## config.mk

```make
export PLATFORM = sky130hd
export DESIGN_NAME = mux_scanner
export DESIGN_NICKNAME = d
export VERILOG_FILES = /design/src/rtl/mux_scanner.sv
export SDC_FILE = /design/constraint.sdc
export NUM_CORES = 1
export LEC_CHECK = 0
export CAP_MARGIN = 0
export CORE_ASPECT_RATIO = 0.5
export CORE_MARGIN = 1
export CORE_UTILIZATION = 54
export DETAILED_ROUTE_END_ITERATION = 16
export GPL_TIMING_DRIVEN = 0
export HOLD_SLACK_MARGIN = 0.08
export PLACE_DENSITY_LB_ADDON = 0.12
export SYNTH_ARGS = -nofsm -noshare
export SYNTH_HDL_FRONTEND = slang
export SYNTH_SLANG_ARGS = --single-unit
```

## constraint.sdc

```tcl
create_clock -name clk -period 2.3 [get_ports clk]
set_clock_uncertainty 0.05 [all_clocks]
set_input_delay 0.23 -clock clk [delete_from_list [all_inputs] [get_ports clk]]
set_output_delay 0.23 -clock clk [all_outputs]
set_load 0.02 [all_outputs]
```

## src/rtl/mux_scanner.sv

```systemverilog
// mux_scanner: steps the select of an external 8:1 mux through channels 0..7,
// lets each channel settle for SETTLE cycles, samples the returned bit, and
// publishes the assembled byte once per scan.
//
// Ports:
//   clk    in   system clock, rising edge
//   rst    in   asynchronous active-high reset
//   start  in   request one scan (honoured only when idle)
//   cont   in   continuous mode, checked at the end of each scan
//   sel    out  [3:0] mux select, sel[3] is always 0
//   mux_o  in   bit returned by the mux for the current select
//   data   out  [7:0] last completed scan, data[k] = mux bit at sel = k
//   valid  out  one-cycle pulse when data updates
//   chg    out  one-cycle pulse alongside valid when data changed
//   busy   out  high whenever a scan is in progress (not idle)
module mux_scanner #(
  parameter int unsigned SETTLE = 4
) (
  input  logic       clk,
  input  logic       rst,
  input  logic       start,
  input  logic       cont,
  output logic [3:0] sel,
  input  logic       mux_o,
  output logic [7:0] data,
  output logic       valid,
  output logic       chg,
  output logic       busy
);

  localparam int unsigned LP_CNT_W = 8;
  localparam logic [LP_CNT_W-1:0] LP_SETTLE = LP_CNT_W'(SETTLE);

  typedef enum logic [1:0] {
    S_IDLE   = 2'd0,
    S_SETTLE = 2'd1,
    S_SAMPLE = 2'd2,
    S_DONE   = 2'd3
  } state_t;

  state_t              r_state;
  state_t              w_state_nxt;
  logic [2:0]          r_k;
  logic [2:0]          w_k_nxt;
  logic [LP_CNT_W-1:0] r_cnt;
  logic [LP_CNT_W-1:0] w_cnt_nxt;
  logic [7:0]          r_shadow;
  logic [7:0]          w_shadow_nxt;
  logic [3:0]          r_sel;
  logic [3:0]          w_sel_nxt;
  logic [7:0]          r_data;
  logic [7:0]          w_data_nxt;
  logic                r_valid;
  logic                w_valid_nxt;
  logic                r_chg;
  logic                w_chg_nxt;
  logic                r_busy;
  logic                w_busy_nxt;
  logic [7:0]          w_scan_word;
  logic [2:0]          w_k_inc;

  // Completed word: channel 7 is taken straight from the mux since its
  // shadow bit is only written on the same edge that publishes the result.
  assign w_scan_word = {mux_o, r_shadow[6:0]};
  assign w_k_inc     = r_k + 3'd1;

  // State register
  always_ff @(posedge clk or posedge rst) begin
    if (rst) begin
      r_state <= S_IDLE;
    end else begin
      r_state <= w_state_nxt;
    end
  end

  // Next-state logic
  always_comb begin
    w_state_nxt = r_state;
    case (r_state)
      S_IDLE:   if (start) w_state_nxt = S_SETTLE;
      S_SETTLE: if (r_cnt == LP_CNT_W'(1)) w_state_nxt = S_SAMPLE;
      S_SAMPLE: w_state_nxt = (r_k == 3'd7) ? S_DONE : S_SETTLE;
      S_DONE:   w_state_nxt = cont ? S_SETTLE : S_IDLE;
      default:  w_state_nxt = S_IDLE;
    endcase
  end

  // Next values of the datapath and output registers
  always_comb begin
    w_k_nxt      = r_k;
    w_cnt_nxt    = r_cnt;
    w_shadow_nxt = r_shadow;
    w_sel_nxt    = r_sel;
    w_data_nxt   = r_data;
    w_valid_nxt  = 1'b0;
    w_chg_nxt    = 1'b0;
    w_busy_nxt   = (w_state_nxt != S_IDLE);
    case (r_state)
      S_IDLE: begin
        if (start) begin
          w_k_nxt   = 3'd0;
          w_cnt_nxt = LP_SETTLE;
          w_sel_nxt = 4'd0;
        end
      end
      S_SETTLE: begin
        w_cnt_nxt = r_cnt - LP_CNT_W'(1);
      end
      S_SAMPLE: begin
        w_shadow_nxt[r_k] = mux_o;
        if (r_k != 3'd7) begin
          // Select only moves here, after the sample has been taken.
          w_k_nxt   = w_k_inc;
          w_cnt_nxt = LP_SETTLE;
          w_sel_nxt = {1'b0, w_k_inc};
        end else begin
          w_data_nxt  = w_scan_word;
          w_valid_nxt = 1'b1;
          w_chg_nxt   = (w_scan_word != r_data);
          w_sel_nxt   = 4'd0;
        end
      end
      S_DONE: begin
        if (cont) begin
          w_k_nxt   = 3'd0;
          w_cnt_nxt = LP_SETTLE;
          w_sel_nxt = 4'd0;
        end
      end
      default: begin
        w_sel_nxt = 4'd0;
      end
    endcase
  end

  // Datapath and output registers
  always_ff @(posedge clk or posedge rst) begin
    if (rst) begin
      r_k      <= 3'd0;
      r_cnt    <= '0;
      r_shadow <= 8'd0;
      r_sel    <= 4'd0;
      r_data   <= 8'd0;
      r_valid  <= 1'b0;
      r_chg    <= 1'b0;
      r_busy   <= 1'b0;
    end else begin
      r_k      <= w_k_nxt;
      r_cnt    <= w_cnt_nxt;
      r_shadow <= w_shadow_nxt;
      r_sel    <= w_sel_nxt;
      r_data   <= w_data_nxt;
      r_valid  <= w_valid_nxt;
      r_chg    <= w_chg_nxt;
      r_busy   <= w_busy_nxt;
    end
  end

  assign sel   = r_sel;
  assign data  = r_data;
  assign valid = r_valid;
  assign chg   = r_chg;
  assign busy  = r_busy;

endmodule

```

==> impl_metrics.py, run 1 <==
metrics = {
    "grt": {
        "grt_antenna_before_repair": 0,
        "grt_pass1_vias": 1017,
        "grt_first_pass_wirelength_um": 4698,
        "grt_max_degree": 35,
        "grt_usage_pct": 20.46,
        "grt-ovfl-total": 0,
    },
    "setup_path": {
        "cp-end-kind": "register",
        "worstSetupPathType": "reg2reg",
        "cp.arrival_ns": 2.32,
        "cp-start-kind": "register",
        "path_max_fanout": 9,
        "cp.required_ns": 2.46,
    },
    "synth": {
        "synth_warnings": 0,
        "avgSynthCellArea_um2": 12.16,
        "ys.flop_type": "dfrtp_1",
        "yosysSeqAreaShare_pct": 52.23,
        "synthArstFlopShare_pct": 100.0,
        "synth_area_um2": 1629,
        "synth_edf_count": 0,
        "synth_nets": 143,
        "ys_types": 43,
        "synth-seq-cells": 34,
        "synth_cells": 134,
    },
    "pwr": {
        "power_switching_uw": 585.4,
        "p_clk_share_pct": 30.0,
        "p_leak_uw": 0.0009532,
        "pwr-share-seq_pct": 45.3,
        "p_int_uw": 1250,
        "power_frac_comb_pct": 24.8,
        "swShare_pct": 31.89,
        "powerDensity_nw_per_um2": 939.3,
        "peakVddDrop_v": 0.0004418,
    },
    "clocking": {
        "cts_max_level": 2,
        "cts.sinks": 34,
        "clock_latency_ns": 0.29,
        "clock_path_buffers": 2,
        "clk_pin_slew_ns": 0.07,
        "root_buffer": "clkbuf_8",
        "post-cts-setup-buffer-count": 0,
        "cts_buffers": 5,
        "cts_hold_buf": 0,
        "cts_resized": 0,
        "cts_tree": "yes",
    },
    "outcome": {
        "status": "complete, no violations",
    },
    "route": {
        "antenna_left": 0,
        "routed_wl_um": 2834,
        "routed_via_density": 5.592,
        "first_pass_iters": 4,
        "avgRoutedWirePerCell_um": 14.46,
        "vias": 1096,
        "route.detailed.drc": 0,
        "drtIter0Drc": 33,
    },
    "floorplan": {
        "io_pins": 20,
        "row_count": 13,
        "start_util_pct": 59.62,
        "die_height_um": 40.84,
        "design.die.area_um2": 3254,
        "core_area_um2": 2733,
        "fp.dieW_um": 79.68,
    },
    "sta": {
        "relSlewSlack_pct": 53.32,
        "setup_violations": 0,
        "fin_crit_sh_pct": 93.54,
        "rsz0062_at_grt": "false",
        "slew_violations": 0,
        "setup_tns_ns": 0,
        "finalWorstPathRequiredPeriod_ns": 2.151,
        "hold_viol_final": 0,
        "worst_slew_pin_slew_ns": 0.6991,
        "fmax_ghz": 0.4648,
    },
    "placed_design": {
        "dp_cells": 188,
        "place_congestion": 0.7439,
        "io_buffer_count": 17,
        "place_area_um2": 1846,
        "place_hpwl_um": 1936,
    },
    "finish": {
        "final_core_util_pct": 71.52,
        "areaGrowthSynthToFinish_pct": 19.97,
        "layout.cells.non_filler": 196,
        "drive_gt1_share_pct": 21.38,
        "diodes": 0,
        "final_cell_area_um2": 1954,
        "fillers": 203,
        "nNetsFinal": 167,
    },
    "hold_path": {
        "worstHoldPathType": "in2async",
    },
    "run": {
        "cap_violations": 0,
    },
}
==> routing by layer <==
metal / part of all wire, % / vias up / GRT usage (%)
met5: 0 / - / 0
met4: 1.4 / 0 / 8.182
met3: 3.7 / 5 / 6.667
met2: 45 / 16 / 36.11
met1: 50 / 543 / 24.34
li1: - / 532 / -
==> power by group through the flow <==
| stage | clock network [µW] | logic [µW] | registers [µW] |
|---|---|---|---|
| after CTS | 556 | 459 | 827 |
| after floorplan | 0 | 336 | 825 |
| final | 550 | 455 | 831 |
| after global placement | 0 | 435 | 831 |
| after detailed placement | 0 | 453 | 837 |
| after global routing | 576 | 515 | 847 |
==> cells by family after synthesis <==
group | after synthesis | synth area share (%)
AO/OA/AOI/OAI | 24 | 12.36
buffers and inverters | 9 | 2.457
other | 1 | 0.2302
flip-flops | 34 | 52.23
XOR/XNOR | 9 | 4.839
AND/OR/NAND/NOR | 37 | 13.83
multiplexers | 16 | 10.98
adder cells (fa/ha/maj) | 4 | 3.072
==> final timing paths <==
path                              from           to  slack [ns]  depth (start not counted)
worst min-delay path               rst   r_state[0]        0.31                          2
worst max register to register  r_k[1]     r_cnt[7]        0.15                          6
worst max-delay path            r_k[1]     r_cnt[7]        0.15                          6
worst min register to register  sel[0]       sel[0]        0.44                          1
min in group clk                 mux_o  r_shadow[2]        0.41                          2
max in group asynchronous          rst      data[5]        1.42                          2
==> metrics by stage <==
stage                     setup slack, ns  power, µW  hold WS, ns
after detailed placement           0.1640       1290       0.4237
after CTS                          0.1482       1842       0.4050
after global routing              0.01429       1938       0.3992
final                              0.1486       1836       0.3118
after global placement             0.2202       1266       0.4115
after floorplan                    0.3392       1161       0.3216
==> flip-flops by register name (all words and copies together), names as in the netlist <==
signal,flops
busy,1
r_shadow,7
valid,1
r_cnt,8
r_state,2
r_k,3
sel,3
chg,1
data,8
==> layout by cell type, fill, tap and decap left out, drive strengths merged, types with 4 or more instances in the layout <==
master / synthesis / final
xor2: 9 / 9
clkdlybuf4s50: 0 / 17
nor4: 4 / 4
ha: 4 / 4
nand2: 7 / 7
nand2b: 4 / 4
mux2: 15 / 15
a22o: 4 / 4
clkbuf: 2 / 7
dfrtp: 34 / 34
inv: 5 / 5
==> worst max-delay path: stages (launching register included) <==
cell and delay, ns:
dfrtp_1 0.47, ha_1 0.22, ha_1 0.23, and2b_1 0.26
o31ai_2 0.13, or4_1 0.54, a21boi_1 0.17
==> synthesized netlist by cell type (2+ instances only) <==
master	count	share of area [%]
inv_1	5	1.2
nor2b_1	2	0.77
o21a_1	2	0.92
xor2_1	9	4.8
or4_1	3	1.4
nand2_1	7	1.6
dfrtp_1	34	52
ha_1	4	3.1
o31ai_1	2	0.92
o21ai_0	3	0.92
nand2b_1	4	1.5
nor2_1	2	0.46
nor3b_1	2	0.92
nor3_1	2	0.61
nand3b_1	3	1.4
a21o_1	2	0.92
nor4_1	4	1.5
mux2_2	15	10
a22o_1	4	2.2
a21boi_0	2	0.92
==> final cells by class <==
cell class                      count  area (µm²)  area share, %
Clock inverter                      3       40.04          2.049
Inverter                            5       18.77         0.9603
Timing Repair Buffer               17       170.2          8.707
Buffer                              4       21.27          1.088
Multi-Input combinational cell     91       738.2          37.77
Clock buffer                        5       68.82          3.521
Sequential cell                    34       850.8          43.53
Tap cell                           37       46.29          2.369
Power figures use the tool's default switching activity.
==> run 2: changes to the inputs <==
- ABC_CLOCK_PERIOD_IN_PS: default -> 2300
==> results of run 2 <==
No change in the layout: final DEF, timing and power equal those of run 1.
==> RTL change: new RTL, flow settings as in run 1 <==
Take the reset off `r_data` and load it in a clocked block of its own.
--- a/src/rtl/mux_scanner.sv
+++ b/src/rtl/mux_scanner.sv
@@ -142,3 +142,2 @@
       r_sel    <= 4'd0;
-      r_data   <= 8'd0;
       r_valid  <= 1'b0;
@@ -151,3 +150,2 @@
       r_sel    <= w_sel_nxt;
-      r_data   <= w_data_nxt;
       r_valid  <= w_valid_nxt;
@@ -156,2 +154,6 @@
     end
+  end
+
+  always_ff @(posedge clk) begin
+    r_data <= w_data_nxt;
   end
Behaviour: same outputs for any inputs over 10 cycles, from zero or initial values and one cycle with rst high; that may be too few to reach the edited logic, so the function may still have changed.
==> RTL change against run 1 <==
Sequential cell count did not move. Largest cell class unchanged. Setup slack better by 0.0077 ns. Power down 6.1%. Synthesized area shrank 4.4%. Via count shrank 8.0%. Wire length is 9.1% lower. First-iteration DRC count is 97% higher. Final area decreased by 3.8%. Hold slack better by 0.12 ns.
==> RTL change: results (changes against run 1) <==
placed cell area=1780 µm² (-3.3%); average wire per standard cell=13.6 µm (-6.2%); worst-path fanout max=9 (unchanged); Synthesized Nets=136 (-4.9%); count of cell types in the netlist=39 (-9.3%); status=finished, final reports clean; capturing point of the worst reg2reg path=r_cnt[5]; vias in the first global route=896 (-12%); gr usage total=18.9% (-1.6 points); synth top area cells=dfrtp_1, edfxtp_1, mux2_2, xor2_1, ha_1; Layout Nets=161 (-3.6%); first-pass GRT wire length=4.18 mm (-11%); post-synthesis async set-or-reset flop share=76.5% (-24 points); Crit path arrival time=2.30 ns (-0.02 ns); Place WS=0.176 ns (+0.0118 ns); dpl hpwl=1.85 mm (-4.6%); Avg Vias per Cell=5.31 (-5.1%); port buffer count=18 (+1); via count=1008 (-8.0%); Root Buffer=clkbuf_8; register area share after synthesis=57.2% (+5.0 points); Leak Pwr=0.831 nW (-13%); Mapped Cells=127 (-5.2%); Inst Count DP=182 (-3.2%); largest net degree at the start of global routing=27 (-23%); layout cell share with drive strength beyond 1=15.0% (-6.4 points); Internal Power=1.17 mW (-6.2%); GPL Wtd Cong=0.735 (-1.2%); Post-synth top cells=dfrtp_1, xor2_1, edfxtp_1, nand2_1, mux2_2; worst ir drop on vdd=596 µV (+35%); Fin Hold WS=0.427 ns (+0.115 ns); number of synthesized flops with an enable pin=8 (+8)
==> RTL change: cell type report <==
| type | count | area [µm²] |
|---|---|---|
| Fill cell | 202 | 788 |
| Inverter | 6 | 22.5 |
| Timing Repair Buffer | 18 | 180 |
| Clock buffer | 6 | 82.6 |
| Buffer | 2 | 15.0 |
| Clock inverter | 2 | 12.5 |
| Multi-Input combinational cell | 85 | 629 |
| Tap cell | 37 | 46.3 |
| Sequential cell | 34 | 891 |
==> RTL change: how the worst max path moves through the flow <==
stage,end,slack [ns],cells past startpoint
2_1_floorplan,r_cnt[5],0.36,6
3_3_place_gp,r_cnt[7],0.23,6
3_5_place_dp,r_cnt[7],0.18,6
4_1_cts,r_cnt[7],0.15,6
5_1_grt,r_cnt[3],0.009,6
6_report,r_cnt[5],0.16,6
==> RTL change: power groups by stage <==
stage | sequential (mW) | clock, mW | combinational [mW]
floorplan | 0.845 | 0 | 0.311
global placement | 0.848 | 0 | 0.413
detailed placement | 0.853 | 0 | 0.425
CTS | 0.842 | 0.465 | 0.431
global route | 0.861 | 0.495 | 0.491
finish | 0.844 | 0.453 | 0.426
==> RTL change: routing by layer <==
metal / GRT usage, % / vias to the layer above / share of wire (%)
met4: 3.24 / 0 / 0.66
met5: 0 / - / 0
met1: 25.3 / 476 / 50
li1: - / 511 / -
met2: 31.6 / 18 / 46
met3: 6.14 / 3 / 3.9
==> RTL change: kinds of logic (layout without fill, tap and decap cells) <==
family,Yosys count,after routing,share of synthesized area (%)
DFF,34,34,57.2
AOI/OAI and AO/OA,25,25,11.6
and+or+nand+nor,39,39,15.2
other,1,1,0.241
xor gates and xnor gates,9,9,5.06
buffers and inverters,8,34,2.41
adders and majority gates,4,4,3.21
muxes,7,7,5.06
